===== config.mk =====
export PLATFORM = sky130hd
export DESIGN_NAME = multicycle_mainfsm
export DESIGN_NICKNAME = d
export VERILOG_FILES = /design/src/rtl/mainfsm_pkg.sv /design/src/rtl/mainfsm_outdec.sv /design/src/rtl/multicycle_mainfsm.sv
export SDC_FILE = /design/constraint.sdc
export NUM_CORES = 1
export LEC_CHECK = 0
export CORE_AREA = 3 3 40 42
export CTS_CLUSTER_DIAMETER = 40
export DETAILED_ROUTE_END_ITERATION = 10
export DIE_AREA = 0 0 43 45
export GPL_TIMING_DRIVEN = 0
export PLACE_DENSITY = 0.62
export REMOVE_ABC_BUFFERS = 1
export SLEW_MARGIN = 15
export SYNTH_ARGS = -nofsm -noshare
export SYNTH_HDL_FRONTEND = slang
export SYNTH_SLANG_ARGS = --single-unit

===== constraint.sdc =====
create_clock -name clk -period 3.61 [get_ports clk]
set_input_delay 0.9025 -clock clk [delete_from_list [all_inputs] [get_ports clk]]
set_output_delay 0.9025 -clock clk [all_outputs]
set_load 0.01 [all_outputs]

===== src/rtl/mainfsm_pkg.sv =====
// Shared state codes, opcode and mux-select constants, and the control-word
// layout used by the multicycle main FSM and its output decoder.
package mainfsm_pkg;

    typedef enum logic [3:0] {
        FETCH    = 4'd0,
        DECODE   = 4'd1,
        MEMADR   = 4'd2,
        MEMRD    = 4'd3,
        MEMWB    = 4'd4,
        MEMWR    = 4'd5,
        EXECUTER = 4'd6,
        EXECUTEI = 4'd7,
        ALUWB    = 4'd8,
        BRANCH   = 4'd9,
        UNKNOWN  = 4'd10
    } state_t;

    localparam logic [1:0] OP_DP  = 2'b00;
    localparam logic [1:0] OP_MEM = 2'b01;
    localparam logic [1:0] OP_BR  = 2'b10;

    localparam logic [1:0] SRCB_REG  = 2'b00;
    localparam logic [1:0] SRCB_IMM  = 2'b01;
    localparam logic [1:0] SRCB_FOUR = 2'b10;

    localparam logic [1:0] RES_ALUOUT    = 2'b00;
    localparam logic [1:0] RES_DATA      = 2'b01;
    localparam logic [1:0] RES_ALURESULT = 2'b10;

    typedef struct packed {
        logic       ir_write;
        logic       adr_src;
        logic       alu_src_a;
        logic [1:0] alu_src_b;
        logic [1:0] result_src;
        logic       alu_op;
        logic       next_pc;
        logic       reg_w;
        logic       mem_w;
        logic       branch;
    } ctrl_t;

endpackage


===== src/rtl/mainfsm_outdec.sv =====
// Moore output decoder: maps the current state to the datapath control word.
module mainfsm_outdec
    import mainfsm_pkg::*;
(
    input  state_t state,
    output ctrl_t  ctrl
);

    always_comb begin
        ctrl = '0;
        case (state)
            FETCH: begin
                ctrl.ir_write   = 1'b1;
                ctrl.alu_src_a  = 1'b1;
                ctrl.alu_src_b  = SRCB_FOUR;
                ctrl.result_src = RES_ALURESULT;
                ctrl.next_pc    = 1'b1;
            end
            DECODE: begin
                ctrl.alu_src_a  = 1'b1;
                ctrl.alu_src_b  = SRCB_FOUR;
                ctrl.result_src = RES_ALURESULT;
            end
            MEMADR: ctrl.alu_src_b = SRCB_IMM;
            MEMRD: begin
                ctrl.adr_src    = 1'b1;
                ctrl.result_src = RES_ALUOUT;
            end
            MEMWB: begin
                ctrl.result_src = RES_DATA;
                ctrl.reg_w      = 1'b1;
            end
            MEMWR: begin
                ctrl.adr_src    = 1'b1;
                ctrl.result_src = RES_ALUOUT;
                ctrl.mem_w      = 1'b1;
            end
            EXECUTER: begin
                ctrl.alu_src_b = SRCB_REG;
                ctrl.alu_op    = 1'b1;
            end
            EXECUTEI: begin
                ctrl.alu_src_b = SRCB_IMM;
                ctrl.alu_op    = 1'b1;
            end
            ALUWB: begin
                ctrl.result_src = RES_ALUOUT;
                ctrl.reg_w      = 1'b1;
            end
            BRANCH: begin
                ctrl.alu_src_b  = SRCB_IMM;
                ctrl.result_src = RES_ALURESULT;
                ctrl.branch     = 1'b1;
            end
            default: ctrl = '0;
        endcase
    end

endmodule


===== src/rtl/multicycle_mainfsm.sv =====
// Main control FSM of the multicycle ARM core: state register and next-state
// logic here, state-to-control decoding in mainfsm_outdec.
module multicycle_mainfsm
    import mainfsm_pkg::*;
#(
    parameter int STATE_W = 4
) (
    input  logic               clk,
    input  logic               reset,
    input  logic [1:0]         Op,
    input  logic [5:0]         Funct,
    output logic               IRWrite,
    output logic               AdrSrc,
    output logic               ALUSrcA,
    output logic [1:0]         ALUSrcB,
    output logic [1:0]         ResultSrc,
    output logic               ALUOp,
    output logic               NextPC,
    output logic               RegW,
    output logic               MemW,
    output logic               Branch,
    output logic [STATE_W-1:0] State
);

    state_t state, state_next;
    ctrl_t  ctrl;

    // Only the I and L bits of Funct steer the sequence.
    logic unused_funct;
    assign unused_funct = ^Funct[4:1];

    always_ff @(posedge clk or posedge reset) begin
        if (reset) state <= FETCH;
        else       state <= state_next;
    end

    always_comb begin
        state_next = FETCH;
        case (state)
            FETCH: state_next = DECODE;
            DECODE: begin
                case (Op)
                    OP_MEM:  state_next = MEMADR;
                    OP_DP:   state_next = Funct[5] ? EXECUTEI : EXECUTER;
                    OP_BR:   state_next = BRANCH;
                    default: state_next = UNKNOWN;
                endcase
            end
            MEMADR:   state_next = Funct[0] ? MEMRD : MEMWR;
            MEMRD:    state_next = MEMWB;
            // Compares also pass through ALUWB so the delayed flag write lands there.
            EXECUTER: state_next = ALUWB;
            EXECUTEI: state_next = ALUWB;
            default:  state_next = FETCH;
        endcase
    end

    mainfsm_outdec u_outdec (
        .state (state),
        .ctrl  (ctrl)
    );

    assign IRWrite   = ctrl.ir_write;
    assign AdrSrc    = ctrl.adr_src;
    assign ALUSrcA   = ctrl.alu_src_a;
    assign ALUSrcB   = ctrl.alu_src_b;
    assign ResultSrc = ctrl.result_src;
    assign ALUOp     = ctrl.alu_op;
    assign NextPC    = ctrl.next_pc;
    assign RegW      = ctrl.reg_w;
    assign MemW      = ctrl.mem_w;
    assign Branch    = ctrl.branch;
    assign State     = STATE_W'(state);

endmodule

==> run summary, run 1 <==
status - completed
CTS tree - built
first drt pass iteration count - 1
Die Area - 1940 µm²
ys async rst share - 100%
layout net count - 71
multiplexer share of the synthesized area - 0%
gr usage total - 9.36%
Initial Utilization - 26.7%
measured slew at the worst slew-check pin - 0.457 ns
first-pass GRT wire length - 1.32 mm
crit-path cells - nand2b_2 -> nor2_1 -> or2_1 -> clkdlybuf4s50_1
fraction of the mapped netlist area in adder cells - 0%
DP Area - 533 µm²
ys flop type - dfrtp_1
WP data arrival - 1.83 ns
synthesized area - 343 µm²
setup bufs post-CTS - 0
row count - 13
Synth Area per Inst - 8.57 µm²
initial antenna violation count - 0
Synth cell types - 23
Sink Count - 4
diodes inserted - 0
EDFF count, synth - 0
worst hold slack - 0.708 ns
Post-CTS Resized - 0
unrepaired setup endpoints after global routing - no
critical path endpoint category - primary output
area leader, netlist - dfrtp_1
max reg flops - 4
Synth top area share - 29.2%
crit-path max cell delay - 0.61 ns
fillers - 137
DRC - 0
total I/O pin count - 26
Clock Latency Late Sink - 0.23 ns
Seq cells post-synth - 4
Final setup viols - 0
Pint - 345 µW
Worst Path Buf+Inv - 1
core box area - 1280 µm²
DRT Wirelength - 762 µm
total CTS buffers - 3
endpoints failing hold - 0
largest net degree at the start of global routing - 14
largest family of logic cells by synthesized area - simple AND/OR/NAND/NOR gates
ANT nets after route - 0
switching share of power - 40.6%
simple-gate share of the synthesized area - 38.3%
vias per cell - 4.77
XOR/XNOR share of the synthesized area - 5.11%
RD Place Congestion - 0.634
PortBufs - 21
Hold-fix buffers, CTS - 0
max_cap viols - 0
worst setup margin - 0.881 ns
slowest CP cell - dfrtp_1
Leak Pwr - 0.000212 µW
H-tree Lvls - 1
GR Overflow Total - 0
setup TNS - 0 ns
post-layout instance area - 556 µm²
CTS max path bufs - 2
via count - 353
share of post-route cells with drive strength above 1 - 11.9%
part of the power in registers - 24.2%
layout overhead on the synthesized area - 62.0%
Crit Path Category - flip-flop to primary output
Synthesis Warnings - 0
critical path launch point type - flip-flop
Crit path required time - 2.71 ns
DR WL/cell - 10.3 µm
die height - 45 µm
combinational power share - 66.3%
compound-cell area share of the yosys netlist - 13.9%
pwr/cell area - 1050 nW/µm²
VDD IR max - 0.474 mV
Max Fanout on Critical Path - 13
DR iter-0 viols - 0
clock slew at reported path FFs - 0.04 ns
post-detail-place hpwl - 567 µm
post-layout util - 43.2%
number of global-route vias before repair - 298
Synth area leaders - dfrtp_1, nor3b_2, buf_4, nor2_1, nor3_1
Post-Synthesis Cells - 40
clock network power share - 9.5%
worst rel slew slack - 69.5%
Psw - 236 µW
Seq/Total Area, Yosys - 29.2%
chip width - 43 µm
Slew Viols, Final - 0
Hold WC Path Type - flip-flop to flip-flop
Root Buffer - clkbuf_4
Peak Freq - 366 MHz
clk_skew - 0.000541 ns
period utilization - 75.6%
Placement Setup Slack - 1.11 ns
top cell family by delay on the critical path - flip-flops
Period minus WS final - 2.73 ns
-- metrics by stage --
stage | power (µW) | instances
after global placement | 531 | 71
final | 581 | 74
after detailed placement | 531 | 71
after floorplan | 308 | 35
after global routing | 630 | 74
after CTS | 589 | 74
-- worst register-to-register path, cell delays in order (launching register included) --
cell	delay, ns
dfrtp_1	0.58
nand2b_1	0.23
o22ai_1	0.08
nor3b_2	0.15
-- synth_stat cells, types with 2 or more instances --
| cell type | instances |
|---|---|
| a211oi_1 | 2 |
| buf_4 | 3 |
| dfrtp_1 | 4 |
| inv_1 | 2 |
| nand2b_1 | 2 |
| nor2_1 | 6 |
| nor3_1 | 4 |
| nor3b_2 | 2 |
-- final timing paths --
path	start	endpoint	slack, ns	cells after the start
min in group asynchronous	reset	State[2]	0.85	2
max reg2reg	State[1]	State[1]	2.43	3
max in group asynchronous	reset	State[0]	2.62	2
min reg2reg	State[0]	State[0]	0.71	1
max	State[2]	ResultSrc[1]	0.88	4
min	State[0]	State[0]	0.71	1
-- power by group through the flow --
stage          clock [µW]  sequential, µW  combinational, µW
6_report             55.1             141                385
5_1_grt              56.8             155                418
4_1_cts              56.9             142                391
3_5_place_dp            0             142                389
3_3_place_gp            0             142                389
2_1_floorplan           0             136                172
-- layout by cell type, fill, tap and decap left out --
cell,instances
a22oi_1,1
nand2b_2,1
nor4_1,1
xnor2_1,1
nor3_1,4
nand2b_4,1
xor2_1,1
o21ai_1,1
a211oi_1,2
o32ai_1,1
nor4bb_1,1
nor2b_1,1
o22ai_1,1
nor2_1,6
nor3b_2,2
nand2b_1,2
clkbuf_4,3
or2_1,1
clkdlybuf4s50_1,21
inv_1,2
dfrtp_1,4
a21oi_1,1
-- area by class of cell --
type	instances	area [µm²]	area share, %
Sequential cell	4	100	18.0
Inverter	2	7.51	1.35
Tap cell	15	18.8	3.38
Multi-Input combinational cell	29	196	35.4
Timing Repair Buffer	21	210	37.8
Clock buffer	3	22.5	4.05
-- kinds of logic (layout without fill, tap and decap cells) --
kind of cell | Yosys count | in the layout
and+or+nand+nor | 20 | 20
AOI/OAI and AO/OA | 7 | 7
xor gates and xnor gates | 2 | 2
DFF | 4 | 4
buffers and inverters | 7 | 26
-- layer usage --
metal | track usage (%) | share of wire (%) | up-vias
li1 | - | - | 182
met1 | 12.9 | 47 | 147
met2 | 11.7 | 37 | 20
met3 | 3.19 | 13 | 4
met4 | 7.23 | 2.9 | 0
met5 | 0 | 0 | -
Note: power is estimated with default switching activity, not from simulation.
==> inputs of run 2 (changes only) <==
Settings changed: PLACE_DENSITY 0.62 to 0.65.
Clock period 3.61 ns to 2.5 ns, I/O delays scaled along.
==> run 2 against run 1 <==
Critical path depth decreased by 1. Setup slack lost 0.76 ns. Sequential power is 48% higher. Clock power up 36%. Sequential share of layout area is 0.47 points higher. Die area is the same. Global-route usage shrank 0.92 points. Largest power group unchanged.
==> run summary, run 2 (same netlist as run 1, synthesis figures left out) <==
status - completed
VDD IR max - 0.600 mV (+27%)
max reg flops - 4 (unchanged)
critical path endpoint category - primary output
DRC - 0 (unchanged)
fillers - 148 (+8.0%)
Die Area - 1940 µm² (unchanged)
layout net count - 71 (unchanged)
DR WL/cell - 10.4 µm (+0.79%)
clock slew at reported path FFs - 0.04 ns (about the same)
R2R Setup Slk - 1.42 ns (-1.01 ns)
CTS tree - built
initial antenna violation count - 0 (unchanged)
Slew Viols, Final - 0 (unchanged)
largest net degree at the start of global routing - 14 (unchanged)
worst rel slew slack - 72.8% (+3.3 points)
Clock Latency Late Sink - 0.23 ns (about the same)
Crit path required time - 1.88 ns (-0.83 ns)
pwr/cell area - 1510 nW/µm² (+44%)
ANT nets after route - 0 (unchanged)
period utilization - 95.0%
Hold-fix buffers, CTS - 0 (unchanged)
worst hold slack - 0.583 ns (-0.126 ns)
Final setup viols - 0 (unchanged)
endpoints failing hold - 0 (unchanged)
max_cap viols - 0 (unchanged)
WP data arrival - 1.75 ns (-0.08 ns)
unrepaired setup endpoints after global routing - no
number of global-route vias before repair - 292 (-2.0%)
first-pass GRT wire length - 1.28 mm (-3.1%)
DRT Wirelength - 768 µm (+0.79%)
Finished Layout Cells - 74 (unchanged)
share of post-route cells with drive strength above 1 - 18.6% (+6.8 points)
total CTS buffers - 3 (unchanged)
die height - 45 µm (unchanged)
core box area - 1280 µm² (unchanged)
via count - 351 (-0.57%)
Worst R2R End - State[1]
vias per cell - 4.74 (-0.57%)
Storage cell area - 104 µm² (+3.8%)
total I/O pin count - 26 (unchanged)
clk_skew - 0.00176 ns (+0.00122 ns)
measured slew at the worst slew-check pin - 0.407 ns (-0.0494 ns)
Cells after DPL - 71 (unchanged)
Initial Utilization - 26.7% (unchanged)
reg2reg start - State[1]
gr usage total - 8.44% (-0.92 points)
Period minus WS final - 2.37 ns
critical path launch point type - flip-flop
leading cell types in the layout, fill and taps excluded - clkdlybuf4s50_1, nor2_1, nor3_1
most common cell after layout, fill and taps aside - clkdlybuf4s50_1
DR iter-0 viols - 1 (+1)
first drt pass iteration count - 2 (+1)
total power - 847 µW (+46%)
Hold WC Path Type - input pin to async pin
diodes inserted - 0 (unchanged)
GR Overflow Total - 0 (unchanged)
cells on worst reg2reg path - 3 (unchanged)
Root Buffer - clkbuf_4
RD Place Congestion - 0.665 (+4.8%)
row count - 13 (unchanged)
Peak Freq - 421 MHz
Max Fanout on Critical Path - 12 (-1)
CTS max path bufs - 2 (unchanged)
Leak Pwr - 0.000208 µW (-1.9%)
Sink Count - 4 (unchanged)
area of the multi-input gates - 199 µm² (+1.3%)
H-tree Lvls - 1 (unchanged)
chip width - 43 µm (unchanged)
layout overhead on the synthesized area - 63.9%
post-detail-place hpwl - 590 µm (+4.1%)
Crit Path Category - flip-flop to primary output
setup TNS - 0 ns (unchanged)
PortBufs - 21 (unchanged)
## run 2: cell counts in the layout (fill, tap and decap cells not counted)
No cell type changed its count.
## run 2: metal layers
metal / wire length, µm / vias up / track usage [%]
li1: - / 181 / -
met1: 396 / 153 / 11.7
met2: 306 / 17 / 12.6
met3: 66 / 0 / 3.19
met4: 0 / 0 / 1.81
met5: 0 / - / 0
## run 2: where the power goes
part / internal [µW] / total (µW) / leakage, µW / switching, µW
registers: 100 / 208 / 0.0000475 / 108
clock network: 53.4 / 75.2 / 0.0000138 / 21.8
logic: 350 / 564 / 0.000147 / 213
## run 2: critical path, stage by stage (launching register included)
cell and delay (ns):
dfrtp_1 0.51, nand2b_4 0.22, a211oi_1 0.23, clkdlybuf4s50_1 0.57
## run 2: cell type report
| class | instances | area share, % |
|---|---|---|
| clock buffers | 3 | 4.01 |
| inverters | 2 | 1.34 |
| multi-input cells | 29 | 35.4 |
| flip-flops and latches | 4 | 18.5 |
| well taps | 15 | 3.34 |
| repair buffers | 21 | 37.4 |
## run 2: repair_timing
| action | 4_1_cts | 5_1_grt |
|---|---|---|
| endpoints found under the setup margin | 0 | 3 |
| gates resized for setup | 0 | 4 |
| setup buffers | 0 | 0 |
## run 2: per-stage QoR
step	instance area, µm²	util [%]	setup slack (ns)
finish	562	43.7	0.126
CTS	556	43.2	0.0359
global route	562	43.7	0.0291
global placement	533	41.5	0.277
floorplan	304	-	0.608
detailed placement	533	41.5	0.287
## run 2: worst max path at each step
stage,to,from,slack [ns]
2_1_floorplan,IRWrite,State[1],0.61
3_3_place_gp,ResultSrc[1],State[2],0.28
3_5_place_dp,ResultSrc[1],State[2],0.29
4_1_cts,ResultSrc[1],State[2],0.04
5_1_grt,ResultSrc[1],State[3],0.03
6_report,RegW,State[3],0.13
==> inputs of run 3 (changes only) <==
Settings changed: CORE_AREA 3 3 40 42 to 2 2 39 41, CTS_BUF_LIST set to sky130_fd_sc_hd__clkbuf_16, DIE_AREA 0 0 43 45 to 0 0 41 43, GPL_ROUTABILITY_DRIVEN set to 0.
==> run 3 against run 2 <==
Register-to-register slack got worse by 0.12 ns. Wire length increased by 9.1%. Critical path depth did not move. Sequential cell count did not move. Via count rose by 0.57%. Power is 20% higher. Non-clock buffer count stayed put. Maximum frequency fell by 0.48%. Hold slack improved by 0.0066 ns. Combinational power is essentially flat. First-iteration DRC count rose by 100%.
==> run summary, run 3 (same netlist as run 1, synthesis figures left out) <==
status - completed
Peak Freq - 419 MHz (-0.48%)
diodes inserted - 0 (unchanged)
Cells after DPL - 72 (+1.4%)
initial antenna violation count - 0 (unchanged)
layout net count - 71 (unchanged)
gr usage total - 12.6% (+4.2 points)
pwr/cell area - 1670 nW/µm² (+10%)
total I/O pin count - 26 (unchanged)
first-pass GRT wire length - 1.46 mm (+13%)
Leak Pwr - 0.000233 µW (+12%)
Root Buffer - clkbuf_16
DP Area - 534 µm² (+0.23%)
Period minus WS final - 2.39 ns (+0.0115 ns)
DRT Wirelength - 838 µm (+9.1%)
setup bufs post-CTS - 0 (unchanged)
top cell family by delay on the critical path - buffers and inverters
Crit path required time - 1.88 ns (about the same)
row count - 14 (+1)
Slew Viols, Final - 0 (unchanged)
Crit Path Category - flip-flop to primary output
measured slew at the worst slew-check pin - 0.428 ns (+0.0207 ns)
Worst Setup SP - State[3]
post-layout util - 44.2% (+0.49 points)
total power - 1020 µW (+20%)
PortBufs - 21 (unchanged)
post-detail-place hpwl - 580 µm (-1.7%)
VDD IR max - 0.490 mV (-18%)
clock slew at reported path FFs - 0.03 ns (about the same)
worst rel slew slack - 71.5% (-1.4 points)
clk_skew - 0.000556 ns (-0.00121 ns)
Hold WC Path Type - input pin to async pin
endpoints failing hold - 0 (unchanged)
number of global-route vias before repair - 323 (+11%)
Worst R2R End - State[1]
Clock Latency Late Sink - 0.22 ns (about the same)
first drt pass iteration count - 2 (unchanged)
most common cell after layout, fill and taps aside - clkdlybuf4s50_1
max reg flops - 4 (unchanged)
leading cell types in the layout, fill and taps excluded - clkdlybuf4s50_1, nor2_1, nor3_1
DRC - 0 (unchanged)
Sink Count - 4 (unchanged)
unrepaired setup endpoints after global routing - no
total CTS buffers - 3 (unchanged)
Max Fanout on Critical Path - 12 (unchanged)
crit-path cells - nand2b_4 -> a211oi_1 -> clkdlybuf4s50_1
crit-path max cell delay - 0.57 ns (about the same)
Worst Path Buf+Inv - 1 (unchanged)
CTS tree - built
WP data arrival - 1.76 ns (about the same)
chip width - 41 µm (-4.7%)
Initial Utilization - 24.8% (-1.9 points)
via count - 353 (+0.57%)
slowest CP cell - clkdlybuf4s50_1
share of post-route cells with drive strength above 1 - 15.3% (-3.4 points)
cells on worst reg2reg path - 3 (unchanged)
reg2reg start - State[0]
die height - 43 µm (-4.4%)
DR WL/cell - 11.2 µm (+7.7%)
R2R Setup Slk - 1.30 ns (-0.12 ns)
core box area - 1380 µm² (+7.7%)
H-tree Lvls - 1 (unchanged)
critical path endpoint category - primary output
Finished Layout Cells - 75 (+1.4%)
Die Area - 1760 µm² (-8.9%)
max_cap viols - 0 (unchanged)
GR Overflow Total - 0 (unchanged)
critical path launch point type - flip-flop
Final setup viols - 0 (unchanged)
CP Depth - 3 (unchanged)
DR iter-0 viols - 2 (+1)
post-layout instance area - 612 µm² (+8.9%)
period utilization - 95.4% (+0.46 points)
critical path endpoint - RegW
setup TNS - 0 ns (unchanged)
CTS max path bufs - 2 (unchanged)
ANT nets after route - 0 (unchanged)
fillers - 151 (+2.0%)
Hold-fix buffers, CTS - 0 (unchanged)
layout overhead on the synthesized area - 78.5%
largest net degree at the start of global routing - 14 (unchanged)
vias per cell - 4.71 (-0.77%)
==> run 3: cell counts in the layout (fill, tap and decap cells not counted) <==
Identical to the previous run, type by type.
==> run 3: stage by stage <==
step,worst slack (ns),hold slack (ns)
floorplan,0.608,0.391
global placement,0.276,0.703
detailed placement,0.243,0.716
CTS,0.00758,0.599
global route,0.00410,0.622
finish,0.114,0.589
==> run 3: worst min-delay path by stage <==
stage	start	end	slack, ns	cells past startpoint
5_1_grt	reset	State[3]	0.62	2
2_1_floorplan	reset	State[0]	0.39	1
3_5_place_dp	State[3]	State[3]	0.72	1
4_1_cts	reset	State[0]	0.60	2
3_3_place_gp	State[3]	State[3]	0.70	1
6_report	reset	State[0]	0.59	2
==> run 3: worst reg2reg max path: stages (launching register included) <==
cell and delay, ns:
dfrtp_1 0.49, nand2b_1 0.22, o22ai_1 0.19, nor3b_2 0.21
==> run 3: final cells by class <==
class	instances	area (µm²)	area share, %
inverter	2	7.51	1.23
multi-input combinational	29	196	32.1
timing repair buffer	21	210	34.4
clock buffer	3	75.1	12.3
sequential	4	103	16.8
tap	16	20.0	3.27
==> run 3: report_power, final <==
| group | internal (µW) | switching [µW] |
|---|---|---|
| sequential | 98.1 | 111 |
| combinational | 350 | 214 |
| clock | 204 | 41.4 |
==> run 3: what timing repair did <==
item | in CTS | in global routing
setup endpoints to repair | 0 | 3
hold endpoints to repair | 0 | 0
resized for setup | 0 | 2
==> run 3: metal layers <==
metal,track usage (%),wire length (µm),part of all wire (%)
met5,0,0,0
met3,5.24,69,8.2
met2,14.7,387,46
met4,10.0,0,0
met1,17.3,381,45
